--- config.mk ---
export PLATFORM = sky130hd
export DESIGN_NAME = ir_nec_transmitter_flat
export DESIGN_NICKNAME = d
export VERILOG_FILES = /design/src/rtl/ir_nec_transmitter_if.sv /design/src/rtl/ir_nec_transmitter.sv /design/src/flat_wrapper.sv
export SDC_FILE = /design/constraint.sdc
export NUM_CORES = 1
export LEC_CHECK = 0
export ABC_AREA = 1
export CAP_MARGIN = 20
export CORE_MARGIN = 5
export CORE_UTILIZATION = 25
export DETAILED_ROUTE_END_ITERATION = 6
export REMOVE_ABC_BUFFERS = 1
export SETUP_SLACK_MARGIN = 0.05
export SLEW_MARGIN = 5
export SYNTH_ARGS = -nofsm -noshare
export SYNTH_HDL_FRONTEND = slang
export SYNTH_SLANG_ARGS = --single-unit
--- constraint.sdc ---
create_clock -name Clock -period 5.3 [get_ports Clock]
set_input_delay 1.06 -clock Clock [delete_from_list [all_inputs] [get_ports Clock]]
set_output_delay 1.06 -clock Clock [all_outputs]
set_load 0.005 [all_outputs]
--- src/rtl/ir_nec_transmitter_if.sv ---
// Request/status bundle between game/test logic and the NEC transmitter.
// The master issues send requests; the slave (transmitter) reports progress and drives the LED.
interface ir_nec_transmitter_if;
    logic       Start;
    logic [7:0] Address;
    logic [7:0] Command;
    logic       Busy;
    logic       Done;
    logic       Envelope;
    logic       IR_Out;

    modport master (
        output Start, Address, Command,
        input  Busy, Done, Envelope, IR_Out
    );

    modport slave (
        input  Start, Address, Command,
        output Busy, Done, Envelope, IR_Out
    );
endinterface

--- src/rtl/ir_nec_transmitter.sv ---
// NEC IR frame encoder: lead burst, 32 pulse-distance bits LSB first, stop mark, guard gap.
// Drives an unmodulated envelope and a carrier-modulated LED output, both registered.
//
// state      | meaning
// -----------+---------------------------------------------------
// IDLE       | waiting for Start; Busy=0
// LEAD_MARK  | 16-unit leading burst (mark)
// LEAD_SPACE | 8-unit leading space
// BIT_MARK   | 1-unit mark before each data bit
// BIT_SPACE  | 1-unit (bit 0) or 3-unit (bit 1) space
// STOP_MARK  | 1-unit closing mark
// GAP        | GAP_UNITS of silence before Busy drops
module ir_nec_transmitter #(
    parameter int UNIT_CYCLES    = 28125,
    parameter int CARRIER_CYCLES = 1316,
    parameter int CARRIER_HIGH   = 439,
    parameter int GAP_UNITS      = 64
) (
    input  logic                 Clock,
    input  logic                 Reset_N,
    ir_nec_transmitter_if.slave  bus
);

    localparam int CYC_W = $clog2(UNIT_CYCLES + 1);
    localparam int CAR_W = $clog2(CARRIER_CYCLES + 1);

    typedef enum logic [2:0] {
        S_IDLE,
        S_LEAD_MARK,
        S_LEAD_SPACE,
        S_BIT_MARK,
        S_BIT_SPACE,
        S_STOP_MARK,
        S_GAP
    } state_t;

    state_t             state_q, state_d, state_nxt;
    logic [CYC_W-1:0]   cyc_q, cyc_d;
    logic [15:0]        unit_q, unit_d;
    logic [15:0]        unit_target;
    logic [4:0]         bit_q, bit_d;
    logic [31:0]        shift_q, shift_d;
    logic [CAR_W-1:0]   car_q, car_d;
    logic               env_q, env_d;
    logic               ir_q, ir_d;
    logic               done_q, done_d;
    logic               cyc_last, unit_last;

    function automatic logic is_mark(input state_t s);
        return (s == S_LEAD_MARK) || (s == S_BIT_MARK) || (s == S_STOP_MARK);
    endfunction

    always_comb begin
        unit_target = 16'd1;
        case (state_q)
            S_LEAD_MARK:  unit_target = 16'd16;
            S_LEAD_SPACE: unit_target = 16'd8;
            S_BIT_SPACE:  unit_target = shift_q[0] ? 16'd3 : 16'd1;
            S_GAP:        unit_target = 16'(GAP_UNITS);
            default:      unit_target = 16'd1;
        endcase
    end

    assign cyc_last  = (cyc_q == CYC_W'(UNIT_CYCLES - 1));
    assign unit_last = (unit_q == unit_target - 16'd1);

    always_comb begin
        state_nxt = state_q;
        case (state_q)
            S_LEAD_MARK:  state_nxt = S_LEAD_SPACE;
            S_LEAD_SPACE: state_nxt = S_BIT_MARK;
            S_BIT_MARK:   state_nxt = S_BIT_SPACE;
            S_BIT_SPACE:  state_nxt = (bit_q == 5'd31) ? S_STOP_MARK : S_BIT_MARK;
            S_STOP_MARK:  state_nxt = S_GAP;
            S_GAP:        state_nxt = S_IDLE;
            default:      state_nxt = S_IDLE;
        endcase
    end

    always_comb begin
        state_d = state_q;
        cyc_d   = cyc_q;
        unit_d  = unit_q;
        bit_d   = bit_q;
        shift_d = shift_q;
        car_d   = '0;
        done_d  = 1'b0;

        if (state_q == S_IDLE) begin
            if (bus.Start) begin
                shift_d = {~bus.Command, bus.Command, ~bus.Address, bus.Address};
                state_d = S_LEAD_MARK;
                cyc_d   = '0;
                unit_d  = '0;
                bit_d   = '0;
            end
        end else if (cyc_last) begin
            cyc_d = '0;
            if (unit_last) begin
                unit_d  = '0;
                state_d = state_nxt;
                if (state_q == S_BIT_SPACE) begin
                    shift_d = shift_q >> 1;
                    bit_d   = bit_q + 5'd1;
                end
                if (state_q == S_GAP) begin
                    done_d = 1'b1;
                end
            end else begin
                unit_d = unit_q + 16'd1;
            end
        end else begin
            cyc_d = cyc_q + CYC_W'(1);
        end

        // Mark states are never adjacent, so entering one always restarts the carrier high.
        env_d = is_mark(state_d);
        if (env_d && is_mark(state_q)) begin
            car_d = (car_q == CAR_W'(CARRIER_CYCLES - 1)) ? '0 : car_q + CAR_W'(1);
        end
        ir_d = env_d && (car_d < CAR_W'(CARRIER_HIGH));
    end

    always_ff @(posedge Clock or negedge Reset_N) begin
        if (!Reset_N) begin
            state_q <= S_IDLE;
            cyc_q   <= '0;
            unit_q  <= '0;
            bit_q   <= '0;
            shift_q <= '0;
            car_q   <= '0;
            env_q   <= 1'b0;
            ir_q    <= 1'b0;
            done_q  <= 1'b0;
        end else begin
            state_q <= state_d;
            cyc_q   <= cyc_d;
            unit_q  <= unit_d;
            bit_q   <= bit_d;
            shift_q <= shift_d;
            car_q   <= car_d;
            env_q   <= env_d;
            ir_q    <= ir_d;
            done_q  <= done_d;
        end
    end

    assign bus.Busy     = (state_q != S_IDLE);
    assign bus.Done     = done_q;
    assign bus.Envelope = env_q;
    assign bus.IR_Out   = ir_q;

endmodule

--- src/flat_wrapper.sv ---
// flat-port wrapper written by rule: the top's interface ports become plain ports
module ir_nec_transmitter_flat 
#(
    parameter int UNIT_CYCLES    = 28125,
    parameter int CARRIER_CYCLES = 1316,
    parameter int CARRIER_HIGH   = 439,
    parameter int GAP_UNITS      = 64
)
  (Clock, Reset_N, bus_Start, bus_Address, bus_Command, bus_Busy, bus_Done, bus_Envelope, bus_IR_Out);
  ir_nec_transmitter_if bus_i ();
  input  logic Clock;
  input  logic Reset_N;
  input wire logic [$bits(bus_i.Start)-1:0] bus_Start;
  input wire logic [$bits(bus_i.Address)-1:0] bus_Address;
  input wire logic [$bits(bus_i.Command)-1:0] bus_Command;
  output wire logic [$bits(bus_i.Busy)-1:0] bus_Busy;
  output wire logic [$bits(bus_i.Done)-1:0] bus_Done;
  output wire logic [$bits(bus_i.Envelope)-1:0] bus_Envelope;
  output wire logic [$bits(bus_i.IR_Out)-1:0] bus_IR_Out;
  assign bus_i.Start = bus_Start;
  assign bus_i.Address = bus_Address;
  assign bus_i.Command = bus_Command;
  assign bus_Busy = bus_i.Busy;
  assign bus_Done = bus_i.Done;
  assign bus_Envelope = bus_i.Envelope;
  assign bus_IR_Out = bus_i.IR_Out;
  ir_nec_transmitter #(.UNIT_CYCLES(UNIT_CYCLES), .CARRIER_CYCLES(CARRIER_CYCLES), .CARRIER_HIGH(CARRIER_HIGH), .GAP_UNITS(GAP_UNITS)) u_core (.Clock(Clock), .Reset_N(Reset_N), .bus(bus_i));
endmodule
==> results of run 1 <==
-- layer usage --
layer  share of wire  vias up
li1                -     2066
met1            0.49     1862
met2            0.46       52
met3           0.039       11
met4          0.0098        0
met5               0        -
-- power groups by stage --
| stage | Clock [W] | Combinational (W) | Sequential [W] |
|---|---|---|---|
| after detailed placement | 0 | 0.0000560 | 0.000676 |
| after CTS | 0.000616 | 0.0000560 | 0.000664 |
| after global placement | 0 | 0.0000552 | 0.000676 |
| after global routing | 0.000638 | 0.0000637 | 0.000665 |
| final | 0.000593 | 0.0000541 | 0.000665 |
| after floorplan | 0 | 0.0000225 | 0.000675 |
-- stage by stage --
stage / total power, W / cell area [um2] / utilization / std cells / hold slack, ps
3_5_place_dp: 0.0007322 / 5205 / 0.2783 / 863 / 469.7
5_1_grt: 0.001367 / 5482 / 0.2930 / 877 / 499.2
4_1_cts: 0.001337 / 5474 / 0.2926 / 876 / 484.4
6_report: 0.001312 / 5482 / 0.2930 / 877 / 485.5
2_1_floorplan: 0.0006975 / 4667 / - / 604 / 436.7
3_3_place_gp: 0.0007312 / 5205 / 0.2783 / 863 / 463.6
-- synth_stat cells, drive strengths merged --
library cell and n:
nor2 66, a21oi 9, clkinv 1, o21ai 77, inv 97, buf 7
or2 4, o32ai 3, clkbuf 10, o31ai 2, dfrtp 85, nand2 132
o211ai 5, o221ai 1, nor4 3, a311oi 2, ha 9, nor3 16
and2 1, nand3 41, a32o 1, nand4 18, nand3b 2, xnor2 2
xor2 12, o22ai 13, a31oi 2
-- final timing paths --
check | endpoint | cells past startpoint | slack, ps | from
worst max-delay path | u_core.bit_q[2] | 22 | 1570 | u_core.state_q[2]
worst min-delay path | u_core.shift_q[29] | 2 | 490 | u_core.shift_q[29]
worst max register to register | u_core.bit_q[2] | 22 | 1570 | u_core.state_q[2]
worst min register to register | u_core.shift_q[29] | 2 | 490 | u_core.shift_q[29]
max in group asynchronous | u_core.shift_q[12] | 2 | 3620 | Reset_N
min in group asynchronous | u_core.unit_q[11] | 1 | 660 | Reset_N
-- worst min-delay path: stages (launching register included) --
cell     delay [ps]
dfrtp_1         350
nand2_1          50
o21ai_0          50
-- layout by cell type, fill, tap and decap left out, types with 2 or more instances in the layout --
cell type          n
nand3_1           39
clkinv_2           2
nand3b_1           2
nor3_1            14
xor2_1            12
nand2_2            5
nand4_1           17
buf_4              5
o21ai_1            6
xnor2_1            2
a31oi_1            2
o211ai_1           5
ha_1               9
clkdlybuf4s50_1   21
nor2_4             3
nand2_1          127
nor4_1             3
o32ai_1            3
or2_2              4
inv_1             92
nor2_1            59
o31ai_1            2
a21oi_1            8
a311oi_1           2
o21ai_0           71
o22ai_1           13
inv_2              5
nor2_2             4
clkbuf_16          9
dfrtp_1           85
-- kinds of logic after synthesis --
| kind of cell | share of synthesized area |
|---|---|
| adder cells (fa/ha/maj) | 0.02372 |
| AND/OR/NAND/NOR | 0.2710 |
| XOR/XNOR | 0.02583 |
| flip-flops | 0.4481 |
| AO/OA/AOI/OAI | 0.1371 |
| buffers and inverters | 0.09436 |
-- sequential cells by signal (all words and copies together) (netlist names) --
signal / count
u_core.bit_q: 5
u_core.bus.Done: 1
u_core.bus.Envelope: 1
u_core.bus.IR_Out: 1
u_core.car_q: 11
u_core.cyc_q: 15
u_core.shift_q: 32
u_core.state_q: 3
u_core.unit_q: 16
-- area by class of cell --
cell class                 count  area (um2)
clock inverter                 3       40.04
inverter                      98       367.9
multi-input combinational    421        2177
sequential                    85        2127
tap                          234       292.8
timing repair buffer          26       247.7
fill                        1967       13220
clock buffer                  10       229.0
==> impl_metrics.json, run 1 <==
{
  "status": "completed",
  "combPwrFrac": 0.041,
  "antenna_found_initial": 0,
  "crit_chain": "nor2_4, nand2_2, nand2_1, ha_1, nand2_1, nor2_1, ha_1, inv_1, nand2_1, nand2_1, nor2_1, nand4_1, nor2_1, nand4_2, nand2_1, nand2_1, nor2_2, buf_4, inv_2, o21ai_1, nand2_1, a31oi_1",
  "first_pass_iters": 4,
  "critPathCaptureType": "flip-flop",
  "worst-path-max-fanout": 38,
  "vdd_ir_drop_max_mv": 0.2398,
  "critPathArrivalTime_ps": 3990,
  "rsz0062_at_grt": "no",
  "maxCapViolCount": 0,
  "syn2layout_area_growth_pct": 15.47,
  "drive_gt1_frac": 0.06843,
  "cp.required_ps": 5560,
  "dp_worst_setup_slack_ps": 1605,
  "final_antenna_net_count": 0,
  "first_iter_violations": 302,
  "syn-mean-instance-area_um2": 7.644,
  "grt_pass1_wl_um": 18060,
  "cp.buffers_inverters": 3,
  "setup_tns_ps": 0,
  "post_cts_buffers": 0,
  "cts_sinks": 85,
  "viasPerCell": 4.551,
  "gr-usage-all-layers": 0.09924,
  "clk-insertion-delay-late_ps": 340,
  "synth-seq-cells": 85,
  "cpPeakStageDelay_ps": 580,
  "wirelength_um": 10370,
  "dp_hpwl_um": 7424,
  "sw_frac_of_total": 0.2094,
  "vias": 3991,
  "start_kind": "flip-flop",
  "clockBufferDepth": 2,
  "tightest_slew_ps": 917.9,
  "use_met2": 0.1599,
  "p_int_w": 0.001037,
  "synth_top_area_cell": "dfrtp_1",
  "tritoncts": "built",
  "ys_seq_area_frac": 0.4481,
  "crit_type": "reg -> reg",
  "grt.overflow.total": 0,
  "die_area_mm2": 0.02184,
  "cts_made_buffers": 9,
  "start_util": 0.2538,
  "final_hold_viol_count": 0,
  "gr-usage-met3": 0.03158,
  "nNetsFinal": 669,
  "syn-cell-area_mm2": 0.004747,
  "die_y_um": 147.8,
  "ctsHoldBuffers": 0,
  "p_leak_nw": 2.596,
  "drc": 0,
  "die_w_um": 147.8,
  "rows": 50,
  "core_mm2": 0.01871,
  "holdCritPathClass": "reg -> reg",
  "slowest_stage": "dfrtp_1",
  "cts-htree-levels": 3,
  "setup_violations": 0,
  "io_pins": 23,
  "synth_cell_types": 41,
  "report.final.slew_viol_count": 0,
  "setup_slack_ps": 1568,
  "wl_per_cell_um": 11.83,
  "yosys-top-cells-area": "dfrtp_1 (45%), nand2_1 (10%), o21ai_0 (7.5%), inv_1 (7.3%), nor2_1 (4.8%)",
  "top_usage_layer": "met2",
  "crit_family": "simple AND/OR/NAND/NOR gates",
  "fin_crit_ps": 3732,
  "yosysTopAreaCellShare": 0.4481,
  "cpMostUsedCell": "nand2_1",
  "clk_pin_slew_worst_paths_ps": 60,
  "syn_inst": 621,
  "yosysWarnings": 0,
  "portBuffers": 22,
  "first_global_vias": 3882,
  "power_frac_seq": 0.507,
  "max_slew_margin": 0.3858,
  "power.share.clock": 0.452,
  "p_switching_w": 0.0002748,
  "finClkSkew_ps": 8.373,
  "finalCritPeriodShare": 0.7042,
  "grtUsageMet1": 0.1319,
  "gp_congestion": 0.8858,
  "max_freq_ghz": 0.2679,
  "power-per-cell-area_mw_per_mm2": 239.4,
  "grt_max_degree": 53,
  "cts_resized": 0,
  "antenna_cells": 0,
  "cts_root_buffer": "clkbuf_16"
}
Power figures use the tool's default switching activity.
==> inputs of run 2 (changes only) <==
Clock period 5.3 ns to 3.3 ns, I/O delays scaled along.
==> impl_metrics.json, run 2 (synthesis results as in run 1) <==
{
  "holdCritPathClass": "in -> async",
  "max_slew_margin": 0.3843,
  "dp_hpwl_um": 7552,
  "portBuffers": 22,
  "wl_per_cell_um": 12.01,
  "maxCapViolCount": 0,
  "top_register": "u_core.shift_q",
  "cp.buffers_inverters": 0,
  "final_hold_viol_count": 0,
  "critPathArrivalTime_ps": 3410,
  "clk_pin_slew_worst_paths_ps": 60,
  "vias": 4131,
  "nNetsFinal": 684,
  "die_w_um": 147.8,
  "crit_chain": "nor2_4, nand2_2, nand2_2, ha_4, nand2_4, nor2_4, ha_4, nand2_2, nand2_2, nor2_2, nand3_1, nor2_1, nand3_2, nor2_4, nand3_2, nor2_2, nor2_2, a21oi_4, nand3_2, nor2_2, nand2_1, a21oi_2, nor2_1",
  "first_global_vias": 3929,
  "layout_common_cells": "nand2_1 (122), inv_1 (91), dfrtp_1 (82)",
  "cp.required_ps": 3540,
  "tritoncts": "built",
  "drive_gt1_frac": 0.1305,
  "critPathCaptureType": "flip-flop",
  "die_y_um": 147.8,
  "final_antenna_net_count": 0,
  "status": "completed",
  "finClkSkew_ps": 8.881,
  "core_mm2": 0.01871,
  "setup_violations": 0,
  "start_util": 0.2538,
  "first_pass_iters": 5,
  "first_iter_violations": 344,
  "power-per-cell-area_mw_per_mm2": 375.0,
  "vdd_ir_drop_max_mv": 0.2095,
  "crit_type": "reg -> reg",
  "clockBufferDepth": 2,
  "syn2layout_area_growth_pct": 21.17,
  "gr-usage-all-layers": 0.1012,
  "gp_congestion": 0.8546,
  "io_pins": 23,
  "setup_slack_ps": 125.4,
  "cpPeakStageDelay_ps": 470,
  "report.final.slew_viol_count": 0,
  "antenna_found_initial": 0,
  "clk-insertion-delay-late_ps": 350,
  "reg_top3": "u_core.shift_q: 32 flops, u_core.unit_q: 16 flops, u_core.cyc_q: 15 flops",
  "crit_family": "simple AND/OR/NAND/NOR gates",
  "grt.overflow.total": 0,
  "viasPerCell": 4.626,
  "dp_worst_setup_slack_ps": 44.38,
  "max_freq_ghz": 0.3150,
  "grt_pass1_wl_um": 18350,
  "fin_crit_ps": 3175,
  "p_leak_nw": 2.702,
  "cts_made_buffers": 9,
  "rows": 50,
  "cts_sinks": 85,
  "grt_max_degree": 46,
  "cts-htree-levels": 3,
  "rsz0062_at_grt": "yes",
  "slowest_stage": "dfrtp_2",
  "antenna_cells": 0,
  "die_area_mm2": 0.02184,
  "worst-path-max-fanout": 8,
  "tightest_slew_ps": 920.1,
  "cts_root_buffer": "clkbuf_16",
  "start_kind": "flip-flop",
  "final_common_cell": "nand2_1",
  "ctsHoldBuffers": 0,
  "wirelength_um": 10730,
  "largest_reg_flops": 32,
  "drc": 0,
  "finalCritPeriodShare": 0.9620,
  "final_core_util": 0.3075
}
-- run 2: cell count changes in the layout (fill, tap and decap cells not counted), moves of 3 or more --
cell     delta
buf_4      +13
dfrtp_1     -3
dfrtp_2     +3
nand2_1     -5
nand2_2     +3
nand3_1     -4
nand3_2     +4
nor2_1      -9
nor2_2      +6
nor2_4      +3
-- run 2: timing repair --
item	4_1_cts	5_1_grt
pin swaps	1	20
endpoints found under the hold margin	0	0
setup buffers	0	6
resized for setup	1	31
setup endpoints to repair	1	47
-- run 2: metal layers --
metal,up-vias,GRT usage,share of wire
met5,-,0,0
li1,2100,-,-
met1,1941,0.1399,0.50
met2,80,0.1507,0.45
met3,10,0.03801,0.045
met4,0,0.02330,0.0084
-- run 2: path summary, 6_finish.rpt --
kind	startpoint	end	slack (ps)	cells after the start
worst max register to register	u_core.state_q[1]	u_core.bus.IR_Out	130	23
worst max-delay path	u_core.state_q[1]	u_core.bus.IR_Out	130	23
worst min register to register	u_core.bit_q[2]	u_core.bit_q[2]	480	1
worst min-delay path	Reset_N	u_core.unit_q[15]	300	1
max in group asynchronous	Reset_N	u_core.state_q[0]	2350	2
min in group Clock	u_core.bit_q[2]	u_core.bit_q[2]	480	1
-- run 2: layout make-up --
class                      instances  area [um2]
tap                              234       292.8
fill                            1944       12950
timing repair buffer              41       385.4
clock buffer                      10       239.0
clock inverter                     4       50.05
multi-input combinational        421        2286
sequential                        85        2131
inverter                          98       367.9
-- run 2: power by group --
part           switching, W  internal [W]  total [W]
clock              0.000405      0.000597    0.00100
sequential       0.00000855       0.00106    0.00107
combinational     0.0000502     0.0000378  0.0000879
total              0.000464       0.00169    0.00216
-- run 2: per-stage QoR --
step                hold WS (ps)  instance area [um2]  total power (W)  std cells  TNS [ps]
CTS                        323.2                 5597         0.002191        887         0
finish                     299.2                 5752         0.002157        893         0
detailed placement         461.4                 5305         0.001176        873         0
floorplan                  364.4                 4667         0.001120        604    -22880
global route               334.9                 5752         0.002258        893    -89.91
global placement           461.9                 5305         0.001176        873         0
==> inputs of run 3 (changes only) <==
--- a/config.mk
+++ b/config.mk
@@ -14,3 +14,3 @@
 export SETUP_SLACK_MARGIN = 0.05
-export SLEW_MARGIN = 5
+export SLEW_MARGIN = 20
 export SYNTH_ARGS = -nofsm -noshare
==> constraint.sdc (replaced) <==
create_clock -name Clock -period 3.3 [get_ports Clock]
set_input_delay 0.33 -clock Clock [delete_from_list [all_inputs] [get_ports Clock]]
set_output_delay 0.33 -clock Clock [all_outputs]
set_load 0.005 [all_outputs]
==> impl_metrics.json, run 3 (synthesis results as in run 1) <==
{
  "start_kind": "flip-flop",
  "nNetsFinal": 685,
  "sw_frac_of_total": 0.2309,
  "maxCapViolCount": 0,
  "wl_per_cell_um": 11.84,
  "setup_violations": 0,
  "core_mm2": 0.01871,
  "clockBufferDepth": 2,
  "hold_slack_ps": 481.9,
  "gp_congestion": 0.8622,
  "die_y_um": 147.8,
  "reg_top3": "u_core.shift_q: 32 flops, u_core.unit_q: 16 flops, u_core.cyc_q: 15 flops",
  "power-per-cell-area_mw_per_mm2": 371.4,
  "combPwrFrac": 0.042,
  "fin_crit_ps": 3129,
  "report.final.slew_viol_count": 0,
  "gr-usage-all-layers": 0.09935,
  "finalCritPeriodShare": 0.9481,
  "tightest_slew_ps": 881.3,
  "wirelength_um": 10610,
  "cp.required_ps": 3530,
  "r2r_end": "u_core.bus.IR_Out",
  "critPathCaptureType": "flip-flop",
  "status": "completed",
  "final_antenna_net_count": 0,
  "first_pass_iters": 4,
  "finalPower_w": 0.002128,
  "first_iter_violations": 302,
  "io_pins": 23,
  "largest_reg_flops": 32,
  "rsz0062_at_grt": "yes",
  "first_global_vias": 3665,
  "start_util": 0.2538,
  "portBuffers": 22,
  "tritoncts": "built",
  "holdCritPathClass": "reg -> reg",
  "die_area_mm2": 0.02184,
  "finClkSkew_ps": 6.830,
  "top_register": "u_core.shift_q",
  "r2r_slack_ps": 170,
  "vdd_ir_drop_max_mv": 0.2885,
  "cts-htree-levels": 3,
  "clk-insertion-delay-late_ps": 350,
  "grt_pass1_wl_um": 17960,
  "power_frac_seq": 0.501,
  "p_int_w": 0.001636,
  "layout_common_cells": "nand2_1 (124), inv_1 (92), dfrtp_1 (82)",
  "antenna_found_initial": 0,
  "vias": 4011,
  "crit_path_start": "u_core.state_q[1]",
  "cts_root_buffer": "clkbuf_16",
  "r2r-start": "u_core.state_q[1]",
  "drc": 0,
  "power.share.clock": 0.457,
  "cts_made_buffers": 9,
  "grt.overflow.total": 0,
  "final_common_cell": "nand2_1",
  "crit_type": "reg -> reg",
  "critPathCapture": "u_core.bus.IR_Out",
  "p_leak_nw": 2.700,
  "rows": 50,
  "syn2layout_area_growth_pct": 20.66,
  "worst-path-max-fanout": 8,
  "final_hold_viol_count": 0,
  "die_w_um": 147.8,
  "cts_sinks": 85,
  "antenna_cells": 0,
  "drive_gt1_frac": 0.1163,
  "max_freq_ghz": 0.3196,
  "reg2reg_depth": 21,
  "setup_tns_ps": 0,
  "final_core_util": 0.3062,
  "dp_hpwl_um": 7488,
  "grt_max_degree": 46,
  "p_switching_w": 0.0004913,
  "viasPerCell": 4.477,
  "critPathArrivalTime_ps": 3360,
  "max_slew_margin": 0.4103,
  "clk_pin_slew_worst_paths_ps": 70
}
==> run 3: worst min path at each step <==
stage                  startpoint                 end  slack (ps)  depth (start not counted)
2_1_floorplan             Reset_N     u_core.bit_q[0]          30                          0
3_3_place_gp              Reset_N   u_core.unit_q[11]         320                          1
3_5_place_dp              Reset_N   u_core.unit_q[11]         320                          1
4_1_cts           u_core.bit_q[2]     u_core.bit_q[2]         490                          1
5_1_grt        u_core.shift_q[29]  u_core.shift_q[29]         510                          2
6_report        u_core.shift_q[9]   u_core.shift_q[9]         480                          2
==> run 3: worst max-delay path, cell delays in order, from the launching register on <==
cell	delay, ps
dfrtp_2	490
nor2_4	160
nand2_2	80
nand2_4	80
ha_4	160
nand2_4	60
nor2_1	90
ha_1	250
nand2_1	70
nand2_1	60
nor2_2	120
nand4_1	100
nor2_2	200
nand4_4	130
nand2_2	130
nand2_4	70
a21oi_4	280
nand4_1	170
nor2_1	140
nand3_1	80
nand2_1	60
nor2_1	40
==> run 3: timing repair <==
action,4_1_cts,5_1_grt
pin swaps,1,11
gates cloned,0,0
buffers inserted,0,7
hold buffers,1,0
hold endpoints to repair,32,0
gates resized for setup,2,24
setup endpoints to repair,1,47
==> run 3: layout make-up <==
cell class | instances | area, um2
Inverter | 98 | 370.4
Fill cell | 1935 | 12980
Clock inverter | 5 | 42.54
Multi-Input combinational cell | 421 | 2258
Clock buffer | 11 | 242.7
Sequential cell | 85 | 2131
Timing Repair Buffer | 42 | 390.4
Tap cell | 234 | 292.8
==> run 3: power groups by stage <==
stage               Clock, W  Sequential [W]  Combinational, W
floorplan                  0         0.00108         0.0000361
global placement           0         0.00109         0.0000894
detailed placement         0         0.00109         0.0000898
CTS                  0.00101         0.00107         0.0000914
global route         0.00105         0.00107          0.000104
finish              0.000972         0.00107         0.0000887
==> run 3: metrics by stage <==
stage                     worst slack, ps  cells  area [um2]
after floorplan                    -921.7    604        4667
after global placement              124.2    872        5285
after detailed placement           -13.01    872        5285
after CTS                           51.65    889        5587
after global routing               -76.25    896        5728
final                               171.3    896        5728
==> run 3: metal layers <==
| metal | GRT usage | share of wire | vias up |
|---|---|---|---|
| li1 | - | - | 2109 |
| met1 | 0.1427 | 0.52 | 1846 |
| met2 | 0.1461 | 0.43 | 45 |
| met3 | 0.02606 | 0.034 | 11 |
| met4 | 0.03029 | 0.011 | 0 |
| met5 | 0 | 0 | - |
